==> config.mk <==
export PLATFORM = sky130hd
export DESIGN_NAME = intr_ctrl_vectored
export DESIGN_NICKNAME = d
export VERILOG_FILES = /design/src/rtl/intr_ctrl_pkg.sv /design/src/rtl/intr_arbiter.sv /design/src/rtl/intr_ctrl_vectored.sv
export SDC_FILE = /design/constraint.sdc
export NUM_CORES = 1
export LEC_CHECK = 0
export CAP_MARGIN = 20
export CELL_PAD_IN_SITES_DETAIL_PLACEMENT = 0
export CELL_PAD_IN_SITES_GLOBAL_PLACEMENT = 2
export CORE_MARGIN = 5
export CORE_UTILIZATION = 26
export CTS_BUF_LIST = sky130_fd_sc_hd__clkbuf_4 sky130_fd_sc_hd__clkbuf_8 sky130_fd_sc_hd__clkbuf_16
export CTS_CLUSTER_DIAMETER = 40
export DETAILED_ROUTE_END_ITERATION = 7
export PLACE_DENSITY_LB_ADDON = 0.1
export SETUP_SLACK_MARGIN = 0.3
export SLEW_MARGIN = 20
export SYNTH_ARGS = -nofsm -noshare
export SYNTH_HDL_FRONTEND = slang
export SYNTH_HIERARCHICAL = 1
export SYNTH_SLANG_ARGS = --single-unit
==> constraint.sdc <==
create_clock -name clk -period 1.5 [get_ports clk]
set_input_delay 0.375 -clock clk [delete_from_list [all_inputs] [get_ports clk]]
set_output_delay 0.375 -clock clk [all_outputs]
set_load 0.005 [all_outputs]
==> src/rtl/intr_ctrl_pkg.sv <==
`default_nettype none
// ============================================================================
// Module   : intr_ctrl_pkg
// Purpose  : Shared types and helpers for the vectored interrupt controller.
//            This file holds the controller state encoding, the state typedef
//            and a one-hot decode helper.
// Revision : 1.0 - initial release
// ============================================================================
package intr_ctrl_pkg;

  localparam int MAX_NINTR = 32;

  typedef enum logic [2:0] {
    IDLE    = 3'b001,
    ARB     = 3'b010,
    SERVICE = 3'b100
  } state_t;

  // Decodes a channel index into a maximum-width one-hot vector.
  // Callers size-cast the result down to NINTR bits.
  function automatic logic [MAX_NINTR-1:0] onehot(input logic [4:0] id);
    onehot = {{(MAX_NINTR-1){1'b0}}, 1'b1} << id;
  endfunction

endpackage
`default_nettype wire

==> src/rtl/intr_arbiter.sv <==
`default_nettype none
// ============================================================================
// Module   : intr_arbiter
// Purpose  : Combinational winner selection over the eligible channels.
//            - INTC_ROUND_ROBIN_EN defined: the scan starts at ptr and moves
//              upward, wrapping modulo NINTR. The first set bit wins.
//            - INTC_ROUND_ROBIN_EN undefined: the highest set index wins and
//              ptr is ignored.
// Ports    : eligible [NINTR] in  - pending & mask
//            ptr      [ID_W]  in  - round-robin start index
//            winner   [ID_W]  out - selected channel index
//            valid            out - at least one channel eligible
// Revision : 1.0 - initial release
// ============================================================================
module intr_arbiter #(
  parameter  int NINTR = 8,
  localparam int ID_W  = $clog2(NINTR)
) (
  input  logic [NINTR-1:0] eligible,
  input  logic [ID_W-1:0]  ptr,
  output logic [ID_W-1:0]  winner,
  output logic             valid
);

`ifdef INTC_ROUND_ROBIN_EN
  // The index is one bit wider than needed so ptr+k can be wrapped without
  // overflowing before the compare.
  localparam logic [ID_W:0] N_WIDE = (ID_W+1)'(NINTR);

  always_comb begin
    logic [ID_W:0] sum;
    winner = '0;
    valid  = 1'b0;
    sum    = '0;
    for (int k = 0; k < NINTR; k++) begin
      sum = {1'b0, ptr} + (ID_W+1)'(k);
      if (sum >= N_WIDE) begin
        sum = sum - N_WIDE;
      end
      if (!valid && eligible[sum[ID_W-1:0]]) begin
        valid  = 1'b1;
        winner = sum[ID_W-1:0];
      end
    end
  end
`else
  logic unused_ptr;
  assign unused_ptr = ^ptr;

  // Ascending scan, so the last hit (the highest index) wins.
  always_comb begin
    winner = '0;
    valid  = 1'b0;
    for (int k = 0; k < NINTR; k++) begin
      if (eligible[k]) begin
        valid  = 1'b1;
        winner = ID_W'(k);
      end
    end
  end
`endif

endmodule
`default_nettype wire

==> src/rtl/intr_ctrl_vectored.sv <==
`default_nettype none
// ============================================================================
// Module   : intr_ctrl_vectored
// Purpose  : Vectored interrupt controller. It provides sticky pending
//            latches, a per-channel mask, an ack/done service handshake and a
//            service-timeout watchdog. Only one interrupt is in service at a
//            time.
//            Optional feature: define INTC_ROUND_ROBIN_EN for round-robin
//            arbitration. Without it, arbitration is fixed priority.
// Ports    : clk                 in  - rising-edge clock
//            reset_n             in  - asynchronous active-low reset
//            req         [NINTR] in  - level requests
//            mask        [NINTR] in  - 1 = channel enabled for arbitration
//            done                in  - service-complete strobe
//            irq                 out - high throughout service
//            irq_id      [ID_W]  out - granted channel index
//            ack         [NINTR] out - one-hot grant
//            pending     [NINTR] out - pending register
//            timeout_err         out - one-cycle pulse on watchdog abort
// Revision : 1.0 - initial release
// ============================================================================
module intr_ctrl_vectored
  import intr_ctrl_pkg::*;
#(
  parameter  int NINTR   = 8,
  parameter  int TIMEOUT = 64,
  localparam int ID_W    = $clog2(NINTR)
) (
  input  logic             clk,
  input  logic             reset_n,
  input  logic [NINTR-1:0] req,
  input  logic [NINTR-1:0] mask,
  input  logic             done,
  output logic             irq,
  output logic [ID_W-1:0]  irq_id,
  output logic [NINTR-1:0] ack,
  output logic [NINTR-1:0] pending,
  output logic             timeout_err
);

  // The timer is kept at least one bit wide so that TIMEOUT=0, which
  // disables the watchdog, still elaborates.
  localparam int              TMR_W    = (TIMEOUT > 0) ? $clog2(TIMEOUT + 1) : 1;
  localparam logic [TMR_W-1:0] TMR_LAST = TMR_W'((TIMEOUT > 0) ? TIMEOUT - 1 : 0);
  localparam logic [TMR_W-1:0] TMR_ONE  = TMR_W'(1);
  localparam logic [ID_W-1:0]  ID_LAST  = ID_W'(NINTR - 1);

  state_t           state;
  logic [TMR_W-1:0] timer;
  logic [ID_W-1:0]  ptr;
  logic [ID_W-1:0]  win_id;
  logic             win_valid;
  logic [NINTR-1:0] win_oh;
  logic [NINTR-1:0] eligible;
  logic [NINTR-1:0] clr;

  assign eligible = pending & mask;
  assign win_oh   = NINTR'(onehot(5'(win_id)));
  // The clear applies only on the edge that performs the grant. Any
  // coincident request re-sets the bit because it is ORed in afterwards.
  assign clr      = (state == ARB && win_valid) ? win_oh : '0;

  intr_arbiter #(
    .NINTR (NINTR)
  ) u_arbiter (
    .eligible (eligible),
    .ptr      (ptr),
    .winner   (win_id),
    .valid    (win_valid)
  );

`ifdef INTC_ROUND_ROBIN_EN
  logic [ID_W-1:0] rr_ptr;
  assign ptr = rr_ptr;
`else
  assign ptr = '0;
`endif

  always_ff @(posedge clk or negedge reset_n) begin
    if (!reset_n) begin
      state       <= IDLE;
      timer       <= '0;
      irq         <= 1'b0;
      irq_id      <= '0;
      ack         <= '0;
      pending     <= '0;
      timeout_err <= 1'b0;
`ifdef INTC_ROUND_ROBIN_EN
      rr_ptr      <= '0;
`endif
    end else begin
      timeout_err <= 1'b0;
      pending     <= (pending & ~clr) | req;
      case (state)
        IDLE: begin
          if (|eligible) begin
            state <= ARB;
          end
        end
        ARB: begin
          // Eligibility may have vanished since IDLE, for example if the
          // mask dropped. In that case go back without a grant.
          if (win_valid) begin
            state  <= SERVICE;
            irq    <= 1'b1;
            irq_id <= win_id;
            ack    <= win_oh;
            timer  <= '0;
          end else begin
            state <= IDLE;
          end
        end
        SERVICE: begin
          // done takes precedence over a coincident watchdog expiry.
          if (done || (TIMEOUT != 0 && timer == TMR_LAST)) begin
            state       <= IDLE;
            irq         <= 1'b0;
            ack         <= '0;
            timeout_err <= !done;
`ifdef INTC_ROUND_ROBIN_EN
            rr_ptr      <= (irq_id == ID_LAST) ? '0 : irq_id + 1'b1;
`endif
          end else begin
            timer <= timer + TMR_ONE;
          end
        end
        default: begin
          state <= IDLE;
        end
      endcase
    end
  end

endmodule
`default_nettype wire

==> flow_summary.ini <==
[grt]
antenna_found_initial = 0
met1_usage_pct = 17.5
grt_pass1_vias = 1500
grt_pass1_wl_um = 7630
grt_start_max_net_pins = 18
grt_use_total_pct = 13.3
use_met2_pct = 21.0
busiest_layer = met2
grt_overflow = 0
met3_usage_pct = 4.08

[power]
swShare_pct = 31.9
leakage_uw = 0.00124
ir_worst_vdd_mv = 0.726
netSwitchingPower_uw = 1080
comb_power_share_pct = 42.6
seqPwrFrac_pct = 35.4
p_per_area_nw_per_um2 = 1260
clkPwrFrac_pct = 22.0
p_int_uw = 2310

[run]
drv_cap = 0

[die]
initial_core_util_pct = 26.7
io_pins = 40
die_x_um = 85.2
die_h_um = 85.2
core_um2 = 5510
rows = 27
die_area_um2 = 7250

[setup_path]
cp.required_ns = 1.67
critPathBufInv = 2
timing.critical_path.mode_cell = buf_4
crit_cells = 8
cpPeakStageDelay_ns = 0.39
critPathMaxFanout = 3
critPathArrivalTime_ns = 1.90
crit_slowest_cell = dfrtp_1
start_kind = register
reg2reg_from = pending[0]
end_kind = register
cp_top_family = simple AND/OR/NAND/NOR gates
reg2reg_slack_ns = -0.23
crit_chain = and2_4 -> nor2_4 -> nand4_1 -> nor4bb_2 -> buf_4 -> buf_4 -> nand3_1 -> a21bo_2
regToRegEndpoint = ack[5]
critPathKind = reg -> reg
reg2reg_depth = 8

[final_layout]
num_antenna_cells = 0
area_growth_pct = 83.4
design_area_um2 = 2690
postLayoutCoreUtil_pct = 48.9
layout_common_cells = buf_4 (43), dfrtp_1 (30), buf_6 (28), nand2_1 (17), buf_2 (13)
fin_nets = 269
final_common_cell = buf_4
fillers = 520
layout-drive-gt1-share_pct = 56.0
final_cells = 322

[drt]
ant_nets = 0
avgRoutedWirePerCell_um = 14.2
drc_errors = 0
dr.pass1.iters = 4
drt-total-wl_um = 4590
vias_per_cell = 4.47
vias = 1439
drt_iter0_markers = 55

[clocking]
clock-sinks = 31
clock-root-buffer = clkbuf_8
cts_buffer_depth = 2
clk_pin_slew_ns = 0.07
clk-insertion-delay-late_ns = 0.28
cts_tree = done
htreeDepth = 2
cts_buffers = 5
holdBufCountCts = 0

[timing]
setup_viol = 26
hold_viol = 0
clock_skew_ns = 0.00607
period_minus_slack_ns = 1.73
fin_ws_ns = -0.233
fmax_ghz = 0.577
max_slew_margin_pct = 69.7
tightestPinTransition_ns = 0.454
final.setup.tns_ns = -3.65
finalCritPeriodShare_pct = 116
slew_violations = 0
rsz0062_at_grt = true
timing.hold.ws_ns = 0.450

[placement]
gp_congestion = 0.776
numPortBuffers = 39
dp_hpwl_um = 3410
place_inst = 295
placed_area_um2 = 2330

[logic_synthesis]
syn-num-nets = 162
synthesis.area_um2 = 1470
syn_area_per_cell_um2 = 10.3
synthCells = 142
ys_warn_count = 6

[run_status]
violations = negative setup slack
outcome = finished, violations left

[worst_hold_path]
min_path_type = in -> async
## worst max path at each step
stage / startpoint / endpoint / slack [ns]
6_report: pending[0] / ack[5] / -0.23
5_1_grt: pending[0] / ack[0] / -0.31
4_1_cts: pending[4] / ack[0] / -0.26
3_5_place_dp: mask[4] / ack[0] / -0.72
3_3_place_gp: mask[7] / ack[2] / -0.67
2_1_floorplan: pending[7] / ack[1] / -0.11
## what timing repair did
action | CTS | global route
setup buffers | 10 | 9
pin swaps | 20 | 15
endpoints found under the setup margin | 52 | 47
resized for setup | 133 | 13
## flip-flops by register name, summed over array words and instances (netlist names)
register,count
pending,8
ack,8
irq_id,3
timer,7
state,3
irq,1
timeout_err,1
## routing by layer
layer,vias to the layer above,wire (µm),share of wire [%]
met5,-,0,0
met4,0,45,0.98
met3,4,230,5.0
met2,30,2200,48
met1,689,2110,46
li1,716,-,-
## per-stage QoR
| step | total power [µW] | setup slack [ns] |
|---|---|---|
| 4_1_cts | 3360 | -0.261 |
| 3_3_place_gp | 2510 | -0.671 |
| 5_1_grt | 3620 | -0.312 |
| 6_report | 3390 | -0.233 |
| 3_5_place_dp | 2520 | -0.719 |
| 2_1_floorplan | 1800 | -0.109 |
## power by group through the flow
stage / Combinational, µW / Sequential, µW / Clock [µW]
after detailed placement: 1300 / 1210 / 0
after CTS: 1380 / 1200 / 783
final: 1440 / 1200 / 746
after global placement: 1300 / 1210 / 0
after global routing: 1580 / 1230 / 810
after floorplan: 584 / 1210 / 0
## final cells by class
type | count | area, µm² | share of cell area [%]
Timing Repair Buffer | 102 | 873 | 32.4
Tap cell | 72 | 90.1 | 3.34
Clock buffer | 8 | 104 | 3.86
Multi-Input combinational cell | 100 | 813 | 30.2
Inverter | 9 | 36.3 | 1.35
Sequential cell | 31 | 777 | 28.8
No activity file was read; power rests on OpenSTA's default activity.
